==> src/rtl/irrigation_actuator.sv <==
// Irrigation valve/pump sequencer: timed sprinkler, drip and sprinkler-drip runs with wet-soil abort and fault latch.
// Optional pump pre-start phase is enabled by defining IRRIG_PUMP_PRESTART_EN.
module irrigation_actuator #(
    parameter int SPRINKLE_TICKS    = 60,
    parameter int DRIP_TICKS        = 120,
    parameter int SD_SPRINKLE_TICKS = 45,
    parameter int PRIME_TICKS       = 2
) (
    input  logic       clk,
    input  logic       init,
    input  logic [2:0] type_of_irrigation_state,
    input  logic       water_ok,
    input  logic       tick,
    output logic       sprinkler_valve,
    output logic       drip_valve,
    output logic       pump,
    output logic       busy,
    output logic       fault
);

    typedef enum logic [2:0] {
        IDLE,
`ifdef IRRIG_PUMP_PRESTART_EN
        PRIME,
`endif
        SPRINKLE,
        SD_SPRINKLE,
        SD_DRIP,
        DRIP,
        DONE,
        FAULT
    } state_t;

    state_t     state, state_nxt;
    logic [7:0] cnt, cnt_nxt;
    logic [7:0] lim;
    logic       cmd_valid;
    logic       last_tick;
    state_t     run_state;

`ifdef IRRIG_PUMP_PRESTART_EN
    logic [2:0] run_sel, run_sel_nxt;
`endif

    // Only the three one-hot codes are legal commands.
    assign cmd_valid = (type_of_irrigation_state == 3'b100) ||
                       (type_of_irrigation_state == 3'b010) ||
                       (type_of_irrigation_state == 3'b001);

    function automatic state_t first_run(input logic [2:0] cmd);
        state_t s;
        case (cmd)
            3'b100:  s = SPRINKLE;
            3'b010:  s = DRIP;
            default: s = SD_SPRINKLE;
        endcase
        return s;
    endfunction

    always_comb begin
        lim = 8'(PRIME_TICKS);
        case (state)
            SPRINKLE:    lim = 8'(SPRINKLE_TICKS);
            SD_SPRINKLE: lim = 8'(SD_SPRINKLE_TICKS);
            SD_DRIP:     lim = 8'(DRIP_TICKS);
            DRIP:        lim = 8'(DRIP_TICKS);
            default:     lim = 8'(PRIME_TICKS);
        endcase
    end

    assign last_tick = tick && (cnt == lim - 8'd1);

`ifdef IRRIG_PUMP_PRESTART_EN
    assign run_state = first_run(run_sel);
`else
    assign run_state = first_run(type_of_irrigation_state);
`endif

    always_comb begin
        state_nxt = state;
        cnt_nxt   = cnt;
`ifdef IRRIG_PUMP_PRESTART_EN
        run_sel_nxt = run_sel;
`endif
        case (state)
            IDLE: begin
                cnt_nxt = 8'd0;
                if (type_of_irrigation_state != 3'b000) begin
                    if (!cmd_valid || !water_ok) begin
                        state_nxt = FAULT;
                    end else begin
`ifdef IRRIG_PUMP_PRESTART_EN
                        run_sel_nxt = type_of_irrigation_state;
                        state_nxt   = PRIME;
`else
                        state_nxt   = run_state;
`endif
                    end
                end
            end
            DONE: begin
                cnt_nxt = 8'd0;
                if (type_of_irrigation_state == 3'b000)
                    state_nxt = IDLE;
            end
            FAULT: begin
                cnt_nxt = 8'd0;
                if (type_of_irrigation_state == 3'b000 && water_ok)
                    state_nxt = IDLE;
            end
            default: begin
                // Aborts win over a coincident tick; reservoir loss wins over wet soil.
                if (!water_ok) begin
                    state_nxt = FAULT;
                    cnt_nxt   = 8'd0;
                end else if (type_of_irrigation_state == 3'b000) begin
                    state_nxt = IDLE;
                    cnt_nxt   = 8'd0;
                end else if (last_tick) begin
                    cnt_nxt = 8'd0;
                    case (state)
                        SD_SPRINKLE: state_nxt = SD_DRIP;
`ifdef IRRIG_PUMP_PRESTART_EN
                        PRIME:       state_nxt = run_state;
`endif
                        default:     state_nxt = DONE;
                    endcase
                end else if (tick) begin
                    cnt_nxt = cnt + 8'd1;
                end
            end
        endcase
    end

    always_ff @(posedge clk) begin
        if (!init) begin
            state           <= IDLE;
            cnt             <= 8'd0;
            sprinkler_valve <= 1'b0;
            drip_valve      <= 1'b0;
            pump            <= 1'b0;
            busy            <= 1'b0;
            fault           <= 1'b0;
`ifdef IRRIG_PUMP_PRESTART_EN
            run_sel         <= 3'b000;
`endif
        end else begin
            state           <= state_nxt;
            cnt             <= cnt_nxt;
            // Outputs decode the state being entered so they change on the entry edge.
            sprinkler_valve <= (state_nxt == SPRINKLE) || (state_nxt == SD_SPRINKLE);
            drip_valve      <= (state_nxt == DRIP) || (state_nxt == SD_DRIP);
            pump            <= !((state_nxt == IDLE) || (state_nxt == DONE) || (state_nxt == FAULT));
            busy            <= !((state_nxt == IDLE) || (state_nxt == DONE) || (state_nxt == FAULT));
            fault           <= (state_nxt == FAULT);
`ifdef IRRIG_PUMP_PRESTART_EN
            run_sel         <= run_sel_nxt;
`endif
        end
    end

endmodule

==> config.mk <==
export PLATFORM = sky130hd
export DESIGN_NAME = irrigation_actuator
export DESIGN_NICKNAME = d
export VERILOG_FILES = /design/src/rtl/irrigation_actuator.sv
export SDC_FILE = /design/constraint.sdc
export NUM_CORES = 1
export LEC_CHECK = 0
export ABC_AREA = 1
export ABC_CLOCK_PERIOD_IN_PS = 4800
export BUFFER_PORTS_ARGS = -buffer_cell sky130_fd_sc_hd__buf_2
export CAP_MARGIN = 15
export CORE_MARGIN = 3
export CORE_UTILIZATION = 60
export CTS_CLUSTER_DIAMETER = 80
export CTS_CLUSTER_SIZE = 12
export DETAILED_ROUTE_END_ITERATION = 10
export PLACE_DENSITY = 0.8
export SYNTH_ARGS = -nofsm -noshare
export SYNTH_HDL_FRONTEND = slang
export SYNTH_SLANG_ARGS = --single-unit
==> constraint.sdc <==
create_clock -name clk -period 4.8 [get_ports clk]
set_input_delay 1.44 -clock clk [delete_from_list [all_inputs] [get_ports clk]]
set_output_delay 1.44 -clock clk [all_outputs]
set_load 0.005 [all_outputs]
==> metrics.csv, run 1 <==
stage,metric,value,unit
grt,grt_pass1_vias,799,
setup_path,crit_path_max_fanout,5,
setup_path,required,4.98,ns
final_layout,antenna_cells,0,
setup_path,worst-path-buf-inv,4,
grt,grt_pass1_wl,3.29,mm
yosys,synthTopCellsByArea,"dfxtp_1 (30%), nand2_1 (15%), nor2_1 (7.8%)",
yosys,yosysTopAreaCell,dfxtp_1,
die,row_count,14,
power_and_ir_drop,p_leak,0.539,nW
place,placed_cells,179,
power_and_ir_drop,switching_share,0.452,
setup_path,cp-start-kind,primary input,
die,core,1540,µm²
die,chipWidth,47.0,µm
die,die_area,2210,µm²
grt,grt_usage,0.202,
place,place_congestion,0.908,
drt,drcViolationCount,0,
drt,firstDrtPassIters,4,
yosys,synthAdderAreaFrac,0.0124,
power_and_ir_drop,p_comb_frac,0.556,
yosys,syn_nets,161,
drt,drtAntennaViolNets,0,
clock_network,numCtsBuffers,3,
final_layout,fin_area,1100,µm²
clock_network,insertion_delay,0.27,ns
yosys,synthMuxAreaShare,0,
yosys,post_synth_instance_area,1010,µm²
power_and_ir_drop,p_int,0.294,mW
place,dpl-instance-area,1080,µm²
sta,hold_violations,0,
drt,avgRoutedWirePerCell,10.5,µm
yosys,yosysSeqAreaShare,0.298,
status,status,"finished, final reports clean",
clock_network,cts_root_buf,clkbuf_4,
run,maxCapViolations,0,
sta,min_period,2.70,ns
power_and_ir_drop,p_seq_frac,0.314,
place,dp_hpwl,1.58,mm
setup_path,crit_family,simple AND/OR/NAND/NOR gates,
power_and_ir_drop,powerDensity,486,nW/µm²
final_layout,ff_latch_area,300,µm²
yosys,synth_warnings,0,
power_and_ir_drop,vdd_drop_max,0.320,mV
sta,period_share,0.563,
sta,slew_headroom,0.794,
final_layout,final_nets,176,
clock_network,clock-sinks,15,
die,die_h,47.0,µm
die,pin_count,12,
sta,rsz0062_at_grt,no,
clock_network,cts_setup_buffers,0,
yosys,ys.flop_type,dfxtp_1,
grt,overflow,0,
yosys,synth-simple-area-share,0.479,
yosys,syn_area_per_cell,6.59,µm²
drt,num_vias,954,
drt,routed_wirelength,1.93,mm
worst_hold_path,hold_class,flip-flop to flip-flop,
setup_path,critical_path_class,primary input to flip-flop,
sta,max_freq,370,MHz
drt,drt_iter0_markers,20,
final_layout,n_fill_cell,126,
sta,setup_viol,0,
setup_path,endpoint_kind,flip-flop,
yosys,synth_top_family_by_area,simple AND/OR/NAND/NOR gates,
final_layout,multiInputGateArea,626,µm²
clock_network,clkSlewWorstSetupHoldPaths,0.09,ns
final_layout,utilization,0.715,
clock_network,h-tree-depth,1,
yosys,synth-seq-cells,15,
yosys,synth_top_area_frac,0.298,
yosys,ys_async_sr_fraction,0,
yosys,synth_compound_area_frac,0.0769,
power_and_ir_drop,total_power,0.536,mW
final_layout,layout.cells.non_filler,183,
yosys,synth_most_common_cell,nand2_1,
sta,slew_viol_final,0,
power_and_ir_drop,clkPwrFrac,0.130,
final_layout,syn2layout_area_growth,9.31,%
grt,grt_max_degree,10,
sta,tightest_slew,0.308,ns
final_layout,drive_gt1_frac,0.222,
yosys,synth_xor_area_frac,0.0521,
clock_network,clk_path_buf_depth,2,
yosys,ys_types,26,
power_and_ir_drop,p_sw,0.242,mW
setup_path,critPathMaxStageDelay,0.27,ns
setup_path,cp_slowest_cell,a31oi_1,
grt,antenna_found_initial,0,
sta,tns,0,ns
drt,routed_via_density,5.21,
clock_network,holdBufCountCts,0,
yosys,synth_common_cells,"nand2_1 (41), nor2_1 (21), inv_1 (17)",
setup_path,worstPathCellList,buf_2 -> nor2_1 -> inv_1 -> nor2_4 -> inv_1 -> o21ai_1 -> inv_1 -> a31oi_1 -> nand2_2 -> nand2_2 -> nand2_1 -> nand2_1 -> nand2_1,
place,place.port_buffers,11,
yosys,synthCells,153,
die,start_util,0.654,
yosys,synth_edf_count,0,
clock_network,cts_tree,built,
sta,fin_worst_skew,0.00169,ns
clock_network,cts.repair.resized,0,
setup_path,arrival,2.88,ns
==> power groups by stage <==
stage	combinational [mW]	sequential, mW	clock [mW]
after detailed placement	0.298	0.171	0
after global routing	0.340	0.172	0.0780
after global placement	0.292	0.170	0
final	0.298	0.168	0.0697
after CTS	0.299	0.168	0.0720
after floorplan	0.241	0.170	0
==> worst min-delay path, cell delays in order, from the launching register on <==
cell and delay (ns):
dfxtp_1 0.36, nand2_1 0.08, a21oi_1 0.05
==> final cells by class <==
type,instances,share of cell area
Multi-Input combinational cell,117,0.568
Sequential cell,15,0.272
Inverter,20,0.0681
Timing Repair Buffer,11,0.0499
Clock buffer,4,0.0238
Tap cell,16,0.0182
==> kinds of logic after synthesis <==
logic type / Yosys count
AOI/OAI and AO/OA: 13
xor gates and xnor gates: 6
adders and majority gates: 1
buffers and inverters: 21
DFF: 15
and+or+nand+nor: 97
==> stage by stage <==
step                setup WS, ns  hold slack, ns
finish                      2.10           0.534
global route                1.91           0.549
CTS                         2.11           0.531
detailed placement          1.82           0.520
global placement            1.91           0.504
floorplan                   2.10           0.476
==> per-layer routing <==
layer | wire [µm] | part of all wire | track usage
met2 | 865 | 0.45 | 0.306
met5 | 0 | 0 | 0
met3 | 54 | 0.028 | 0.0345
met4 | 13 | 0.0067 | 0.0497
met1 | 993 | 0.52 | 0.298
==> path summary, 6_finish.rpt <==
check / slack (ns) / endpoint / cells after the start / startpoint
worst max-delay path: 2.10 / busy / 13 / type_of_irrigation_state[1]
worst min-delay path: 0.53 / cnt[1] / 2 / cnt[1]
worst max register to register: 2.94 / busy / 15 / state[0]
worst min register to register: 0.53 / cnt[1] / 2 / cnt[1]
==> placed cells by master (no fill, tap or decap), types with 2 or more instances in the layout <==
cell	synthesis	routed
a21oi_2	2	2
a21oi_1	3	3
xor2_1	5	5
clkbuf_4	0	3
inv_1	17	17
nor2_1	21	21
inv_2	3	3
nand2_1	41	41
nand2_2	8	8
nor3_1	4	4
a31oi_1	4	4
nand3b_1	2	2
nand3_2	3	3
dfxtp_1	15	15
nor2_4	2	2
nand3_1	10	10
o21ai_1	3	3
buf_2	0	11
==> flip-flops by register name, indices dropped and copies added (netlist names) <==
name,flops
fault,1
busy,1
state,3
cnt,8
sprinkler_valve,1
drip_valve,1
Power figures use the tool's default switching activity.
==> inputs of run 2 (changes only) <==
ABC_CLOCK_PERIOD_IN_PS = 2600   (was 4800)
CORE_UTILIZATION = 56   (was 60)
PLACE_DENSITY = 0.75   (was 0.8)
clock period = 2.6 ns   (was 4.8 ns; I/O delays follow)
==> metrics.csv, run 2 (same netlist as run 1, synthesis figures left out) <==
stage,metric,value,unit
worst_hold_path,hold_class,flip-flop to flip-flop,
setup_path,arrival,2.23,ns
power_and_ir_drop,powerDensity,898,nW/µm²
final_layout,reg.largest.list,"cnt (8), state (3)",
die,start_util,0.633,
final_layout,layout_common_cells,"nand2_1 (41), nor2_1 (21), inv_1 (17)",
drt,num_vias,949,
drt,drtAntennaViolNets,0,
die,pin_count,12,
drt,drcViolationCount,0,
run,maxCapViolations,0,
sta,hold_violations,0,
power_and_ir_drop,p_int,0.543,mW
setup_path,cp-start-kind,primary input,
drt,firstDrtPassIters,4,
die,die_area,2350,µm²
grt,overflow,0,
die,core,1590,µm²
status,status,"finished, final reports clean",
power_and_ir_drop,p_sw,0.455,mW
power_and_ir_drop,p_comb_frac,0.561,
setup_path,required,2.77,ns
setup_path,endpoint_kind,flip-flop,
power_and_ir_drop,switching_share,0.456,
clock_network,cts_root_buf,clkbuf_4,
final_layout,syn2layout_area_growth,10.3,%
clock_network,clkSlewWorstSetupHoldPaths,0.09,ns
grt,grt_pass1_wl,3.61,mm
clock_network,cts.repair.resized,0,
grt,grt_pass1_vias,840,
sta,tns,0,ns
power_and_ir_drop,clkPwrFrac,0.130,
clock_network,insertion_delay,0.28,ns
drt,drt_iter0_markers,22,
clock_network,cts_setup_buffers,0,
sta,rsz0062_at_grt,no,
final_layout,antenna_cells,0,
clock_network,cts_tree,built,
power_and_ir_drop,vdd_drop_max,0.704,mV
drt,avgRoutedWirePerCell,10.9,µm
sta,min_period,2.06,ns
sta,whs,0.545,ns
clock_network,numCtsBuffers,3,
place,place.port_buffers,11,
power_and_ir_drop,p_seq_frac,0.310,
place,place_congestion,0.893,
die,row_count,14,
sta,max_freq,486,MHz
sta,period_share,0.791,
sta,tightest_slew,0.366,ns
final_layout,largest_register_ffs,8,
final_layout,largest-register,cnt,
clock_network,clock-sinks,15,
clock_network,holdBufCountCts,0,
grt,grt_max_degree,10,
setup_path,critical_path_class,primary input to flip-flop,
place,dp_hpwl,1.74,mm
grt,antenna_found_initial,0,
sta,slew_headroom,0.755,
grt,grt_usage,0.191,
sta,slew_viol_final,0,
setup_path,crit_path_max_fanout,5,
final_layout,drive_gt1_frac,0.222,
die,die_h,48.4,µm
sta,setup_viol,0,
drt,routed_via_density,4.97,
sta,fin_worst_skew,0.00797,ns
drt,routed_wirelength,2.08,mm
clock_network,h-tree-depth,1,
final_layout,final_common_cell,nand2_1,
final_layout,final_nets,176,
clock_network,clk_path_buf_depth,2,
die,chipWidth,48.4,µm
power_and_ir_drop,p_leak,0.539,nW
-- run 2: critical path, cell delays in order --
cell,delay (ns)
buf_2,0.10
nor2_1,0.12
inv_1,0.09
nor2_4,0.14
inv_1,0.11
o21ai_1,0.16
inv_1,0.05
a31oi_1,0.31
nand2_2,0.13
nand2_2,0.10
nand2_1,0.05
nand2_1,0.05
nand2_1,0.04
-- run 2: final timing paths --
check	startpoint	end	slack (ns)	cells after the start
hold / removal	cnt[1]	cnt[1]	0.54	2
hold reg to reg	cnt[1]	cnt[1]	0.54	2
setup reg to reg	state[0]	busy	0.71	15
setup / recovery	type_of_irrigation_state[1]	busy	0.54	13
-- run 2: metrics by stage --
| step | power (mW) | cell area [µm²] | setup WS (ns) | cells | utilization |
|---|---|---|---|---|---|
| 2_1_floorplan | 0.760 | 1010 | 0.561 | 153 | - |
| 3_3_place_gp | 0.860 | 1090 | 0.294 | 187 | 0.681 |
| 3_5_place_dp | 0.875 | 1090 | 0.262 | 187 | 0.681 |
| 4_1_cts | 1.00 | 1110 | 0.549 | 191 | 0.698 |
| 5_1_grt | 1.11 | 1110 | 0.327 | 191 | 0.698 |
| 6_report | 0.998 | 1110 | 0.542 | 191 | 0.698 |
-- run 2: layout make-up --
class	instances	area (µm²)
fillers	143	482
inverters	20	75.1
clock buffers	4	26.3
repair buffers	11	55.1
well taps	24	30.0
multi-input cells	117	626
flip-flops and latches	15	300
-- run 2: power groups by stage --
stage / combinational (mW) / sequential [mW] / clock, mW
floorplan: 0.445 / 0.314 / 0
global placement: 0.547 / 0.313 / 0
detailed placement: 0.560 / 0.314 / 0
CTS: 0.562 / 0.309 / 0.131
global route: 0.649 / 0.316 / 0.145
finish: 0.560 / 0.309 / 0.130
-- run 2: per-layer routing --
layer	share of wire	vias to the layer above	track usage	wire, µm
met5	0	-	0	0
met4	0.011	0	0.0569	22
li1	-	514	-	-
met1	0.50	415	0.259	1030
met2	0.46	16	0.317	953
met3	0.034	4	0.0276	71
==> inputs of run 3 (changes only) <==
ABC_CLOCK_PERIOD_IN_PS = 1900   (was 2600)
clock period = 1.9 ns   (was 2.6 ns; I/O delays follow)
==> metrics.csv, run 3 (same netlist as run 1, synthesis figures left out) <==
stage,metric,value,unit
final_layout,largest-register,cnt,
setup_path,cp-start-kind,flip-flop,
clock_network,clkSlewWorstSetupHoldPaths,0.09,ns
sta,fin_worst_skew,0.00721,ns
final_layout,reg.largest.list,"cnt (8), state (3)",
worst_hold_path,hold_class,flip-flop to flip-flop,
setup_path,required,2.11,ns
drt,drcViolationCount,0,
setup_path,rr_startpoint,state[1],
power_and_ir_drop,vdd_drop_max,1.39,mV
drt,avgRoutedWirePerCell,11.1,µm
power_and_ir_drop,p_leak,0.605,nW
grt,antenna_found_initial,0,
setup_path,crit_family,simple AND/OR/NAND/NOR gates,
final_layout,largest_register_ffs,8,
clock_network,cts_tree,built,
die,start_util,0.633,
final_layout,drive_gt1_frac,0.324,
die,pin_count,12,
power_and_ir_drop,p_comb_frac,0.581,
clock_network,insertion_delay,0.27,ns
worst_hold_path,hp-start,cnt[1],
grt,grt_usage,0.188,
setup_path,critPathMaxStageDelay,0.42,ns
place,place_congestion,0.942,
drt,drt_iter0_markers,26,
clock_network,clock-sinks,15,
drt,routed_wirelength,2.26,mm
power_and_ir_drop,switching_share,0.456,
sta,min_period,1.81,ns
final_layout,antenna_cells,0,
power_and_ir_drop,p_sw,0.686,mW
final_layout,syn2layout_area_growth,24.8,%
grt,use_met2,0.303,
die,die_area,2350,µm²
die,core,1590,µm²
drt,num_vias,1026,
clock_network,holdBufCountCts,0,
place,place.port_buffers,11,
sta,hold_violations,0,
setup_path,crit_path_max_fanout,8,
sta,max_freq,552,MHz
power_and_ir_drop,p_int,0.816,mW
grt,grt_max_degree,10,
run,maxCapViolations,0,
die,die_h,48.4,µm
setup_path,rrSetupSlack,0.09,ns
setup_path,reg2reg_depth,8,
sta,setup_viol,0,
status,status,"finished, final reports clean",
die,row_count,14,
setup_path,arrival,2.02,ns
sta,rsz0062_at_grt,yes,
setup_path,worstPathCellList,nor2_4 -> buf_4 -> nand2_2 -> inv_2 -> or3_4 -> nor3_4 -> nand3_2 -> nor3b_2,
sta,period_share,0.953,
grt,grt_pass1_wl,3.59,mm
clock_network,cts_root_buf,clkbuf_4,
power_and_ir_drop,clkPwrFrac,0.117,
drt,firstDrtPassIters,4,
final_layout,layout_common_cells,"nand2_1 (39), nor2_1 (20), inv_1 (17)",
clock_network,h-tree-depth,1,
drt,routed_via_density,5.05,
die,chipWidth,48.4,µm
power_and_ir_drop,powerDensity,1190,nW/µm²
setup_path,worst-path-buf-inv,2,
sta,slew_headroom,0.809,
clock_network,clk_path_buf_depth,2,
grt,overflow,0,
sta,slew_viol_final,0,
worst_hold_path,holdPathStages,2,
drt,drtAntennaViolNets,0,
worst_hold_path,hold_path_end,cnt[1],
place,dp_hpwl,1.68,mm
sta,whs,0.553,ns
final_layout,final_nets,188,
sta,tns,0,ns
setup_path,cp_slowest_cell,dfxtp_4,
final_layout,final_common_cell,nand2_1,
grt,use_met1,0.260,
grt,grt_util_met3,0.0460,
grt,grt_pass1_vias,872,
clock_network,numCtsBuffers,3,
setup_path,critical_path_class,flip-flop to flip-flop,
power_and_ir_drop,p_seq_frac,0.302,
grt,grt_busiest_layer,met2,
setup_path,r2r_end,cnt[2],
setup_path,endpoint_kind,flip-flop,
sta,tightest_slew,0.283,ns
## run 3: worst register-to-register path: stages (launching register included)
cell and delay [ns]:
dfxtp_4 0.42, nor2_4 0.06, buf_4 0.13, nand2_2 0.05, inv_2 0.06, or3_4 0.42, nor3_4 0.19, nand3_2 0.22
nor3b_2 0.20
## run 3: cell type report
cell class / instances / area (µm²)
inverter: 20 / 80.1
timing repair buffer: 23 / 145
tap: 24 / 30.0
multi-input combinational: 117 / 668
sequential: 15 / 309
fill: 129 / 335
clock buffer: 4 / 26.3
## run 3: layer usage
layer  share of wire  wire length (µm)
met3           0.048               108
met4           0.016                35
met2            0.45              1030
met1            0.48              1090
met5               0                 0
## run 3: per-stage QoR
step / total power [mW] / cell area (µm²) / worst slack (ns) / instances / utilization
floorplan: 1.04 / 1010 / 0.0708 / 153 / -
global placement: 1.18 / 1160 / -0.0351 / 197 / 0.728
detailed placement: 1.21 / 1160 / -0.135 / 197 / 0.728
CTS: 1.39 / 1190 / 0.0462 / 201 / 0.745
global route: 1.63 / 1260 / -0.0619 / 203 / 0.790
finish: 1.50 / 1260 / 0.0894 / 203 / 0.790
## run 3: how the worst max path moves through the flow
stage	startpoint	to	depth (start not counted)
2_1_floorplan	type_of_irrigation_state[1]	busy	12
3_3_place_gp	type_of_irrigation_state[1]	busy	13
3_5_place_dp	type_of_irrigation_state[1]	busy	13
4_1_cts	state[0]	busy	15
5_1_grt	state[0]	busy	16
6_report	state[1]	cnt[2]	8
## run 3: power by group through the flow
stage          logic, mW  clock network, mW  registers [mW]
4_1_cts            0.784              0.177           0.423
3_3_place_gp       0.757                  0           0.427
6_report           0.872              0.176           0.454
5_1_grt            0.973              0.198           0.460
2_1_floorplan      0.610                  0           0.430
3_5_place_dp       0.777                  0           0.430
## run 3: what timing repair did
item,in CTS,in global routing
setup endpoints to repair,0,6
setup buffers,0,2
gates resized for setup,0,16
